<file path="src/rtl/y86_cycle_sequencer.sv">
// Multi-cycle Y86-64 control FSM: one instruction at a time, one stage enable per cycle, sticky halt.
// 5 cycles/instr without a memory stage, 6 with; each memory wait cycle adds 1 and is bounded by TIMEOUT.
module y86_cycle_sequencer #(
  parameter int TIMEOUT = 16,
  parameter int CNT_W   = 32
) (
  input  logic             clk,
  input  logic             rst,
  input  logic             start,
  input  logic [3:0]       icode,
  input  logic [2:0]       stat,
  output logic             imem_req,
  input  logic             imem_ack,
  output logic             dmem_req,
  output logic             dmem_we,
  input  logic             dmem_ack,
  output logic             f_en,
  output logic             d_en,
  output logic             e_en,
  output logic             m_en,
  output logic             w_en,
  output logic             pc_we,
  output logic             busy,
  output logic             halted,
  output logic [2:0]       halt_code,
  output logic [CNT_W-1:0] instr_count
);

  localparam logic [2:0] S_IDLE      = 3'd0;
  localparam logic [2:0] S_FETCH     = 3'd1;
  localparam logic [2:0] S_DECODE    = 3'd2;
  localparam logic [2:0] S_EXECUTE   = 3'd3;
  localparam logic [2:0] S_MEMORY    = 3'd4;
  localparam logic [2:0] S_WRITEBACK = 3'd5;
  localparam logic [2:0] S_PCUPD     = 3'd6;
  localparam logic [2:0] S_HALTED    = 3'd7;

  localparam logic [2:0] STAT_AOK = 3'd1;
  localparam logic [2:0] STAT_ADR = 3'd3;

  localparam int                WAIT_W    = (TIMEOUT > 1) ? $clog2(TIMEOUT) : 1;
  localparam logic [WAIT_W-1:0] WAIT_LAST = WAIT_W'(TIMEOUT - 1);

  logic [2:0]       state_q, state_d;
  logic [WAIT_W-1:0] wait_q, wait_d;
  logic [2:0]       halt_code_q, halt_code_d;
  logic [CNT_W-1:0] instr_count_q, instr_count_d;

  logic mem_op;
  logic mem_wr;
  logic expired;

  always_comb begin
    mem_op  = icode inside {4'h4, 4'h5, 4'h8, 4'h9, 4'hA, 4'hB};
    mem_wr  = icode inside {4'h4, 4'h8, 4'hA};
    // A req that has already waited TIMEOUT-1 cycles expires this cycle unless acked now.
    expired = (wait_q == WAIT_LAST);
  end

  always_comb begin
    state_d       = state_q;
    halt_code_d   = halt_code_q;
    instr_count_d = instr_count_q;
    imem_req      = 1'b0;
    dmem_req      = 1'b0;
    dmem_we       = 1'b0;
    f_en          = 1'b0;
    d_en          = 1'b0;
    e_en          = 1'b0;
    m_en          = 1'b0;
    w_en          = 1'b0;
    pc_we         = 1'b0;

    case (state_q)
      S_IDLE: begin
        if (start) state_d = S_FETCH;
      end
      S_FETCH: begin
        imem_req = 1'b1;
        if (imem_ack) begin
          f_en    = 1'b1;
          state_d = S_DECODE;
        end else if (expired) begin
          state_d     = S_HALTED;
          halt_code_d = STAT_ADR;
        end
      end
      S_DECODE: begin
        d_en = 1'b1;
        if (stat != STAT_AOK) begin
          state_d     = S_HALTED;
          halt_code_d = stat;
        end else begin
          state_d = S_EXECUTE;
        end
      end
      S_EXECUTE: begin
        e_en    = 1'b1;
        state_d = mem_op ? S_MEMORY : S_WRITEBACK;
      end
      S_MEMORY: begin
        dmem_req = 1'b1;
        dmem_we  = mem_wr;
        if (dmem_ack) begin
          m_en = 1'b1;
          if (stat != STAT_AOK) begin
            state_d     = S_HALTED;
            halt_code_d = stat;
          end else begin
            state_d = S_WRITEBACK;
          end
        end else if (expired) begin
          state_d     = S_HALTED;
          halt_code_d = STAT_ADR;
        end
      end
      S_WRITEBACK: begin
        w_en    = 1'b1;
        state_d = S_PCUPD;
      end
      S_PCUPD: begin
        pc_we         = 1'b1;
        instr_count_d = instr_count_q + 1'b1;
        state_d       = S_FETCH;
      end
      S_HALTED: begin
        state_d = S_HALTED;
      end
      default: begin
        state_d = S_IDLE;
      end
    endcase

    if ((state_d == state_q) && ((state_q == S_FETCH) || (state_q == S_MEMORY)))
      wait_d = wait_q + 1'b1;
    else
      wait_d = '0;
  end

  always_ff @(posedge clk) begin
    if (rst) begin
      state_q       <= S_IDLE;
      wait_q        <= '0;
      halt_code_q   <= STAT_AOK;
      instr_count_q <= '0;
    end else begin
      state_q       <= state_d;
      wait_q        <= wait_d;
      halt_code_q   <= halt_code_d;
      instr_count_q <= instr_count_d;
    end
  end

  assign busy        = (state_q != S_IDLE) && (state_q != S_HALTED);
  assign halted      = (state_q == S_HALTED);
  assign halt_code   = halt_code_q;
  assign instr_count = instr_count_q;

endmodule

</file>
<file path="config.mk">
export PLATFORM = sky130hd
export DESIGN_NAME = y86_cycle_sequencer
export DESIGN_NICKNAME = d
export VERILOG_FILES = /design/src/rtl/y86_cycle_sequencer.sv
export SDC_FILE = /design/constraint.sdc
export NUM_CORES = 1
export LEC_CHECK = 0
export ABC_AREA = 0
export CORE_MARGIN = 2
export CORE_UTILIZATION = 49
export CTS_CLUSTER_DIAMETER = 150
export DETAILED_ROUTE_END_ITERATION = 8
export PLACE_DENSITY = 0.8
export SETUP_SLACK_MARGIN = 0.2
export SYNTH_ARGS = -nofsm -noshare
export SYNTH_HDL_FRONTEND = slang
export SYNTH_SLANG_ARGS = --single-unit
</file>
<file path="constraint.sdc">
create_clock -name clk -period 2.1 [get_ports clk]
set_clock_uncertainty 0.2 [all_clocks]
set_input_delay 0.21 -clock clk [delete_from_list [all_inputs] [get_ports clk]]
set_output_delay 0.21 -clock clk [all_outputs]
set_load 0.02 [all_outputs]
</file>
==> qor_table.md, run 1 <==
| Step | Item | Reported |
|:---|:---|:---|
| run status | Result of the run | finished, final reports clean |
| synthesis | Share of flip-flops with an asynchronous set or reset after synthesis | 0% |
| power and ir drop | Total power consumption of the routed design | 2.21 mW |
| setup path | Cell type group with the largest total delay on the critical path | buffers and inverters |
| synthesis | Post-Synthesis Cells | 259 |
| global route | Global routing usage summed across all routing layers | 22.5% |
| finish | Reg area | 861 sq um |
| global route | Met3 GRT Util | 6.33% |
| finish | Final design instance area without fill | 3170 sq um |
| finish | Layout cells sized above 1 | 22.8% |
| finish | Post-layout net count | 351 |
| min path | Class of the most critical hold timing path | flip-flop to flip-flop |
| cts | Clock sink count | 42 |
| synthesis | Share of Yosys cell area claimed by the top area cell type | 37.7% |
| setup path | WS Path Type | flip-flop to primary output |
| flow run | Max-capacitance violation count | 0 |
| timing | Share of the cycle needed by the critical path after routing | 90.2% |
| power and ir drop | Power Density | 697 nW/um^2 |
| power and ir drop | Static leakage power | 1.18 nW |
| setup path | Critical path required time | 1.69 ns |
| timing | Measured slew at the worst slew-check pin | 0.484 ns |
| routing | Count of nets left with antenna violations after detail routing | 0 |
| timing | Final setup vio count | 0 |
| global route | GR Layer Usage met1 | 30.8% |
| routing | Total number of vias | 2340 |
| floorplanning | Number of cell rows | 24 |
| finish | Antenna diode count | 0 |
| global route | Pin count of the biggest net entering global routing | 26 |
| global route | Number of antenna violations at the first check in global routing | 0 |
| cts | Buffers from clock root to sink, at most | 2 |
| synthesis | Yosys warning total | 0 |
| synthesis | Post-Syn Area per Cell | 8.61 sq um |
| setup path | Critical path buffers and inverters | 1 |
| timing | Peak clock frequency supported by timing | 0.528 GHz |
| floorplanning | Die H | 71.5 um |
| cts | Latest clock arrival within the worst-skew pair | 0.30 ns |
| synthesis | Library cell with the largest summed area after synthesis | sky130_fd_sc_hd__dfxtp_1 |
| global route | Final global-route overflow total | 0 |
| floorplanning | Area of the placeable core | 4350 sq um |
| setup path | Data arrival, critical path | 1.48 ns |
| finish | Footprint of the multi-input gates | 1380 sq um |
| synthesis | Ranking of synthesized cells by area | sky130_fd_sc_hd__dfxtp_1 38%, sky130_fd_sc_hd__a21oi_1 5.2%, sky130_fd_sc_hd__o31ai_1 3.7%, sky130_fd_sc_hd__or4_1 3.7%, sky130_fd_sc_hd__nand4_1 3.4% |
| routing | Length of the first detailed-routing pass in iterations | 4 |
| synthesis | Main flop type after synthesis | sky130_fd_sc_hd__dfxtp_1 |
| finish | Final standard cell utilization of the core | 72.9% |
| power and ir drop | Maximum resistive drop on vdd | 542 uV |
| finish | Fill count | 335 |
| synthesis | Fraction of the yosys area taken by sequential cells | 37.7% |
| global route | Wire length of the first global-routing pass | 9160 um |
| timing | Minimum period implied by the final worst setup slack | 1.89 ns |
| placement | Gp weighted congestion | 0.870 |
| placement | I/O Buffers | 57 |
| synthesis | Synth cell count leaders | 42 x sky130_fd_sc_hd__dfxtp_1, 23 x sky130_fd_sc_hd__a21oi_1, 17 x sky130_fd_sc_hd__nor2_1 |
| routing | Post-detailed-route DRC marker count | 0 |
| floorplanning | Die ar. | 5110 sq um |
| global route | Number of global-route vias before repair | 1983 |
| timing | Number of slew-limit violations in the final report | 0 |
| synthesis | Number of flip-flops and latches in the synthesized netlist | 42 |
| min path | Hold Crit Depth | 1 |
| synthesis | Most frequent cell after synthesis | sky130_fd_sc_hd__dfxtp_1 |
| floorplanning | Chip Width | 71.5 um |
| synthesis | EDFF count, synth | 0 |
| timing | Slew headroom | 67.6% |
| floorplanning | Starting Density | 51.2% |
| cts | Clock slew seen by the registers of the worst setup and hold paths | 0.08 ns |
| synthesis | Net count of the mapped netlist | 273 |
| timing | Least setup slack across all paths after layout | 0.207 ns |
| routing | Wire length after detailed routing | 6020 um |
| timing | Setup TNS | 0 ns |
| global route | Grt peak-use layer | met2 |
| routing | Iteration-0 DRC Markers | 237 |
| cts | H-tree Lvls | 2 |
| placement | Area after detailed placement | 2910 sq um |
| setup path | Maximum fanout count along the critical path | 6 |
| cts | Hold buffer count at CTS | 0 |
| setup path | Number of cells traversed by the worst register-to-register path | 4 |
| synthesis | Post-synth cell types | 47 |
| cts | Root Buffer | sky130_fd_sc_hd__clkbuf_8 |
| timing | Final-report hold violation count | 0 |
| setup path | Number of gates on the worst path with buffers counted | 1 |
| synthesis | Netlist area before placement | 2230 sq um |
| routing | Drt wl/cell | 15.4 um |
| cts | CTS tree | built |
| setup path | Cell type of the slowest stage on the worst timing path | sky130_fd_sc_hd__clkdlybuf4s50_1 |
| setup path | Largest stage delay on the critical path | 0.67 ns |
| routing | Post-DR vias/cell | 6.00 |
| floorplanning | Number of I/O pins | 58 |
| timing | Unrepaired setup endpoints after global routing | yes |
| cts | Number of buffers inserted during clock tree synthesis | 5 |
| setup path | Endpoint class of the critical path | primary output |
| placement | Detailed-placement wirelength estimate | 3870 um |
| setup path | Crit-path cells | clkdlybuf4s50_1 |
| finish | Area Overhead vs Synth | 42.4% |
| setup path | Critical path launch point type | flip-flop |
| global route | Met2 Resource Use GR | 34.0% |
| placement | Minimum setup slack after placement | -0.0298 ns |
## where the power goes
group / switching [mW] / internal [mW] / leakage [nW]
registers: 0.0332 / 0.843 / 0.346
clock network: 0.278 / 0.265 / 0.0482
logic: 0.428 / 0.364 / 0.781
total: 0.739 / 1.47 / 1.18
## cell usage in the layout (no fill, tap or decap), types with 5 or more instances in the layout
cell,n
sky130_fd_sc_hd__nor2_1,17
sky130_fd_sc_hd__nand3_1,10
sky130_fd_sc_hd__or4_1,11
sky130_fd_sc_hd__and2_1,5
sky130_fd_sc_hd__clkbuf_8,6
sky130_fd_sc_hd__nor3_1,7
sky130_fd_sc_hd__o31ai_1,11
sky130_fd_sc_hd__dfxtp_2,10
sky130_fd_sc_hd__buf_4,21
sky130_fd_sc_hd__inv_1,7
sky130_fd_sc_hd__or3_1,6
sky130_fd_sc_hd__dfxtp_1,30
sky130_fd_sc_hd__o21ai_0,7
sky130_fd_sc_hd__xor2_1,5
sky130_fd_sc_hd__nor2b_1,5
sky130_fd_sc_hd__a21oi_1,23
sky130_fd_sc_hd__clkdlybuf4s50_1,46
sky130_fd_sc_hd__nand4_1,12
sky130_fd_sc_hd__nand2_1,15
sky130_fd_sc_hd__xnor2_1,8
## path summary, 6_finish.rpt
check | slack [ns] | start | endpoint
setup reg to reg | 0.25 | instr_count[6] | instr_count[26]
setup / recovery | 0.21 | instr_count[19] | instr_count[19]
hold reg to reg | 0.27 | wait_q[0] | wait_q[0]
hold / removal | 0.27 | wait_q[0] | wait_q[0]
## state kept, by name (all words and copies together) (netlist names)
signal       count
state_q          3
instr_count     32
halt_code        3
wait_q           4
## kinds of logic after synthesis
kind of cell	Yosys count	synth area share [%]
compound gates	62	18.2
xor+xnor	13	5.11
flops	42	37.7
buf+inv	21	5.16
fa+ha+maj	2	1.12
simple gates	119	32.7
## per-stage QoR
stage | instances | hold WS, ns
floorplan | 259 | 0.219
global placement | 370 | 0.246
detailed placement | 370 | 0.257
CTS | 382 | 0.268
global route | 390 | 0.298
finish | 390 | 0.267
## routing by layer
layer,vias to the layer above,wire length (um)
li1,1147,-
met1,1106,2720
met2,77,2860
met3,10,322
met4,0,121
met5,-,0
## worst register-to-register path, delay by kind of cell, from the launching register on
family | cells | cell delay (ns)
and+or+nand+nor | 2 | 0.58
AOI/OAI and AO/OA | 2 | 0.54
DFF | 1 | 0.40
## final cells by class
| cell class | count | share of cell area [%] |
|---|---|---|
| Clock inverter | 1 | 0.158 |
| Timing Repair Buffer | 81 | 23.4 |
| Clock buffer | 7 | 2.72 |
| Inverter | 8 | 1.10 |
| Multi-Input combinational cell | 199 | 43.4 |
| Sequential cell | 42 | 27.1 |
| Tap cell | 52 | 2.05 |
## timing repair
action,in CTS,in global routing
cloned,2,1
resized for setup,28,23
buffers inserted,2,7
pin swaps,0,2
setup endpoints to repair,25,27
(Power assumes the default switching activity.)
==> run 2: changes to the inputs <==
Settings changed: ABC_AREA 0 to 1, CORE_UTILIZATION 49 to 50, CTS_CLUSTER_DIAMETER 150 to 200, REMOVE_ABC_BUFFERS from default to 1.
==> run 2 against run 1 <==
Effect of this change:
- core utilization decreased by 5.2 points
- highest routed layer unchanged
- register-to-register slack improved by 0.04 ns
- cell count up 30%
- critical endpoint is now instr_count[28]
- die area grew 6.9%
- non-clock buffer count fell by 19
- largest power group unchanged
- design area up 0.67%
- area after synthesis rose by 9.5%
==> qor_table.md, run 2 <==
| Step | Item | Reported |
|:---|:---|:---|
| routing | Total number of vias | 2585 |
| timing | Number of slew-limit violations in the final report | 0 |
| finish | Final standard cell utilization of the core | 67.7% |
| routing | Length of the first detailed-routing pass in iterations | 4 |
| timing | Minimum period implied by the final worst setup slack | 1.82 ns |
| placement | I/O Buffers | 57 |
| setup path | Number of gates on the worst path with buffers counted | 1 |
| timing | Final-report hold violation count | 0 |
| timing | Setup TNS | 0 ns |
| placement | Detailed-placement wirelength estimate | 4480 um |
| flow run | Max-capacitance violation count | 0 |
| synthesis | Post-synth cell types | 32 |
| global route | Pin count of the biggest net entering global routing | 25 |
| power and ir drop | Share of total power consumed by net switching | 37.2% |
| floorplanning | Die ar. | 5460 sq um |
| routing | Wire length after detailed routing | 5980 um |
| synthesis | Fraction of the yosys area taken by sequential cells | 34.4% |
| synthesis | Most frequent cell after synthesis | sky130_fd_sc_hd__nand2_1 |
| min path | Class of the most critical hold timing path | flip-flop to flip-flop |
| setup path | Critical path required time | 1.69 ns |
| floorplanning | Chip Width | 73.9 um |
| setup path | Cell type of the slowest stage on the worst timing path | sky130_fd_sc_hd__clkdlybuf4s50_1 |
| finish | Most common cell after layout, fill and taps aside | sky130_fd_sc_hd__nand2_1 |
| global route | Number of global-route vias before repair | 2364 |
| synthesis | Yosys warning total | 0 |
| min path | Hold Crit Depth | 1 |
| power and ir drop | Switching power summed over all nets | 0.834 mW |
| routing | Count of nets left with antenna violations after detail routing | 0 |
| synthesis | Library cell with the largest summed area after synthesis | sky130_fd_sc_hd__dfxtp_1 |
| synthesis | Post-Syn Area per Cell | 6.51 sq um |
| synthesis | Ranking of synthesized cells by area | sky130_fd_sc_hd__dfxtp_1 34%, sky130_fd_sc_hd__nand2_1 15%, sky130_fd_sc_hd__nor2_1 9.5%, sky130_fd_sc_hd__inv_1 7.1%, sky130_fd_sc_hd__nand3_1 5.3% |
| setup path | Number of cells traversed by the worst register-to-register path | 8 |
| setup path | Data arrival, critical path | 1.41 ns |
| synthesis | Post-Synthesis Cells | 375 |
| synthesis | Netlist area before placement | 2440 sq um |
| synthesis | Share of Yosys cell area claimed by the top area cell type | 34.4% |
| finish | Antenna diode count | 0 |
| timing | Measured slew at the worst slew-check pin | 0.446 ns |
| finish | Layout cells sized above 1 | 8.66% |
| finish | Max FFs per register | 32 |
| setup path | Largest stage delay on the critical path | 0.65 ns |
| setup path | WS Path Type | flip-flop to primary output |
| timing | Unrepaired setup endpoints after global routing | yes |
| power and ir drop | Internal power summed over all cells | 1.41 mW |
| finish | Fill count | 435 |
| synthesis | Synth cell count leaders | 98 x sky130_fd_sc_hd__nand2_1, 62 x sky130_fd_sc_hd__nor2_1, 46 x sky130_fd_sc_hd__inv_1 |
| power and ir drop | Portion of total power attributed to sequential cells | 42.2% |
| floorplanning | Area of the placeable core | 4720 sq um |
| synthesis | Share of flip-flops with an asynchronous set or reset after synthesis | 0% |
| global route | Wire length of the first global-routing pass | 9980 um |
| power and ir drop | Static leakage power | 1.31 nW |
| power and ir drop | Clock power frac | 24.1% |
| global route | Global routing usage summed across all routing layers | 23.4% |
| cts | Hold buffer count at CTS | 0 |
| setup path | Critical path launch point type | flip-flop |
| cts | Clock slew seen by the registers of the worst setup and hold paths | 0.08 ns |
| routing | Post-detailed-route DRC marker count | 0 |
| finish | Most frequent cells in the layout | 98 x sky130_fd_sc_hd__nand2_1, 59 x sky130_fd_sc_hd__nor2_1, 46 x sky130_fd_sc_hd__inv_1, 46 x sky130_fd_sc_hd__clkdlybuf4s50_1, 39 x sky130_fd_sc_hd__dfxtp_1 |
| cts | Root Buffer | sky130_fd_sc_hd__clkbuf_8 |
| setup path | Maximum fanout count along the critical path | 6 |
| power and ir drop | Maximum resistive drop on vdd | 588 uV |
| synthesis | Main flop type after synthesis | sky130_fd_sc_hd__dfxtp_1 |
| cts | H-tree Lvls | 2 |
| finish | Area Overhead vs Synth | 30.9% |
| placement | Gp weighted congestion | 0.873 |
| timing | Slew headroom | 70.0% |
| timing | Share of the cycle needed by the critical path after routing | 86.5% |
| timing | Final setup vio count | 0 |
| global route | Final global-route overflow total | 0 |
| setup path | Critical path buffers and inverters | 1 |
| floorplanning | Starting Density | 51.7% |
| routing | Iteration-0 DRC Markers | 132 |
| routing | Post-DR vias/cell | 5.11 |
| run status | Result of the run | finished, final reports clean |
| floorplanning | Die H | 73.9 um |
| setup path | Crit-path cells | clkdlybuf4s50_1 |
| setup path | Endpoint class of the critical path | primary output |
| setup path | Cell type group with the largest total delay on the critical path | buffers and inverters |
| finish | Post-layout net count | 452 |
| global route | Number of antenna violations at the first check in global routing | 0 |
| cts | Clock sink count | 42 |
| timing | Peak clock frequency supported by timing | 0.550 GHz |
| synthesis | Number of flip-flops and latches in the synthesized netlist | 42 |
| cts | CTS tree | built |
| routing | Drt wl/cell | 11.8 um |
| power and ir drop | Logic gate share of total power | 33.6% |
| floorplanning | Number of cell rows | 25 |
| cts | Number of buffers inserted during clock tree synthesis | 5 |
| power and ir drop | Power Density | 701 nW/um^2 |
| cts | Latest clock arrival within the worst-skew pair | 0.30 ns |
| synthesis | EDFF count, synth | 0 |
| cts | Buffers from clock root to sink, at most | 2 |
| floorplanning | Number of I/O pins | 58 |
[run 2: changes by cell type after synthesis, moves of 14 or more]
cell	before	now
sky130_fd_sc_hd__nor2_1	17	62
sky130_fd_sc_hd__nand2_1	15	98
sky130_fd_sc_hd__nand3_1	11	26
sky130_fd_sc_hd__o21ai_0	7	21
sky130_fd_sc_hd__inv_1	7	46
[run 2: power by group through the flow]
stage / sequential (mW) / combinational [mW] / clock, mW
floorplan: 0.963 / 0.471 / 0
global placement: 0.947 / 0.759 / 0
detailed placement: 0.947 / 0.774 / 0
CTS: 0.936 / 0.747 / 0.556
global route: 0.958 / 0.845 / 0.580
finish: 0.946 / 0.753 / 0.541
[run 2: worst reg2reg max path, cell delays in order (launching register included)]
cell and delay [ns]:
sky130_fd_sc_hd__dfxtp_1 0.41, sky130_fd_sc_hd__ha_1 0.21, sky130_fd_sc_hd__nand3_1 0.13, sky130_fd_sc_hd__nor2_4 0.16
sky130_fd_sc_hd__nand3_4 0.12, sky130_fd_sc_hd__nor2_8 0.17, sky130_fd_sc_hd__nand2_1 0.08, sky130_fd_sc_hd__xor2_1 0.16
sky130_fd_sc_hd__nor2_1 0.05
[run 2: layout make-up]
class                   count  area, sq um  share of cell area (%)
clock buffers               7         86.3                    2.70
clock inverters             1         5.00                   0.157
inverters                  48          183                    5.72
multi-input cells         279         1400                    43.9
flip-flops and latches     42          847                    26.5
well taps                  67         83.8                    2.62
repair buffers             62          587                    18.4
[run 2: path summary, 6_finish.rpt]
path                                       from  slack (ns)               to
worst max-delay path            instr_count[28]        0.28  instr_count[28]
worst min-delay path                  wait_q[0]        0.25        wait_q[0]
worst max register to register   instr_count[0]        0.29  instr_count[22]
worst min register to register        wait_q[0]        0.25        wait_q[0]
[run 2: through the flow]
step           instance area [sq um]  std cells  total power, mW  hold WS [ns]  setup WS (ns)
3_5_place_dp                    3090        497             1.72         0.239         0.0546
5_1_grt                         3200        506             2.38         0.271          0.175
3_3_place_gp                    3090        497             1.71         0.231         0.0728
4_1_cts                         3180        505             2.24         0.254          0.164
6_report                        3200        506             2.24         0.254          0.283
2_1_floorplan                   2410        369             1.43        0.0791          0.288
[run 2: layer usage]
metal  vias to the layer above  track usage (%)  routed length [um]
met3                         9             6.45                 396
met1                      1168             28.3                2620
met2                        86             39.4                2870
met4                         0             8.48                  94
met5                         -                0                   0
li1                       1322                -                   -
[run 2: cell families (layout without fill, tap and decap cells)]
group / count (synthesis) / count (layout) / synth area share, %
simple gates: 219 / 219 / 41.3
compound gates: 47 / 47 / 10.4
flops: 42 / 42 / 34.4
fa+ha+maj: 2 / 2 / 1.02
buf+inv: 54 / 118 / 8.87
xor+xnor: 11 / 11 / 3.95
[run 2: timing repair]
item,CTS,global route
gates resized for setup,16,15
endpoints found under the setup margin,12,13
pin swaps,0,1
gates cloned,0,0
setup buffers,0,1
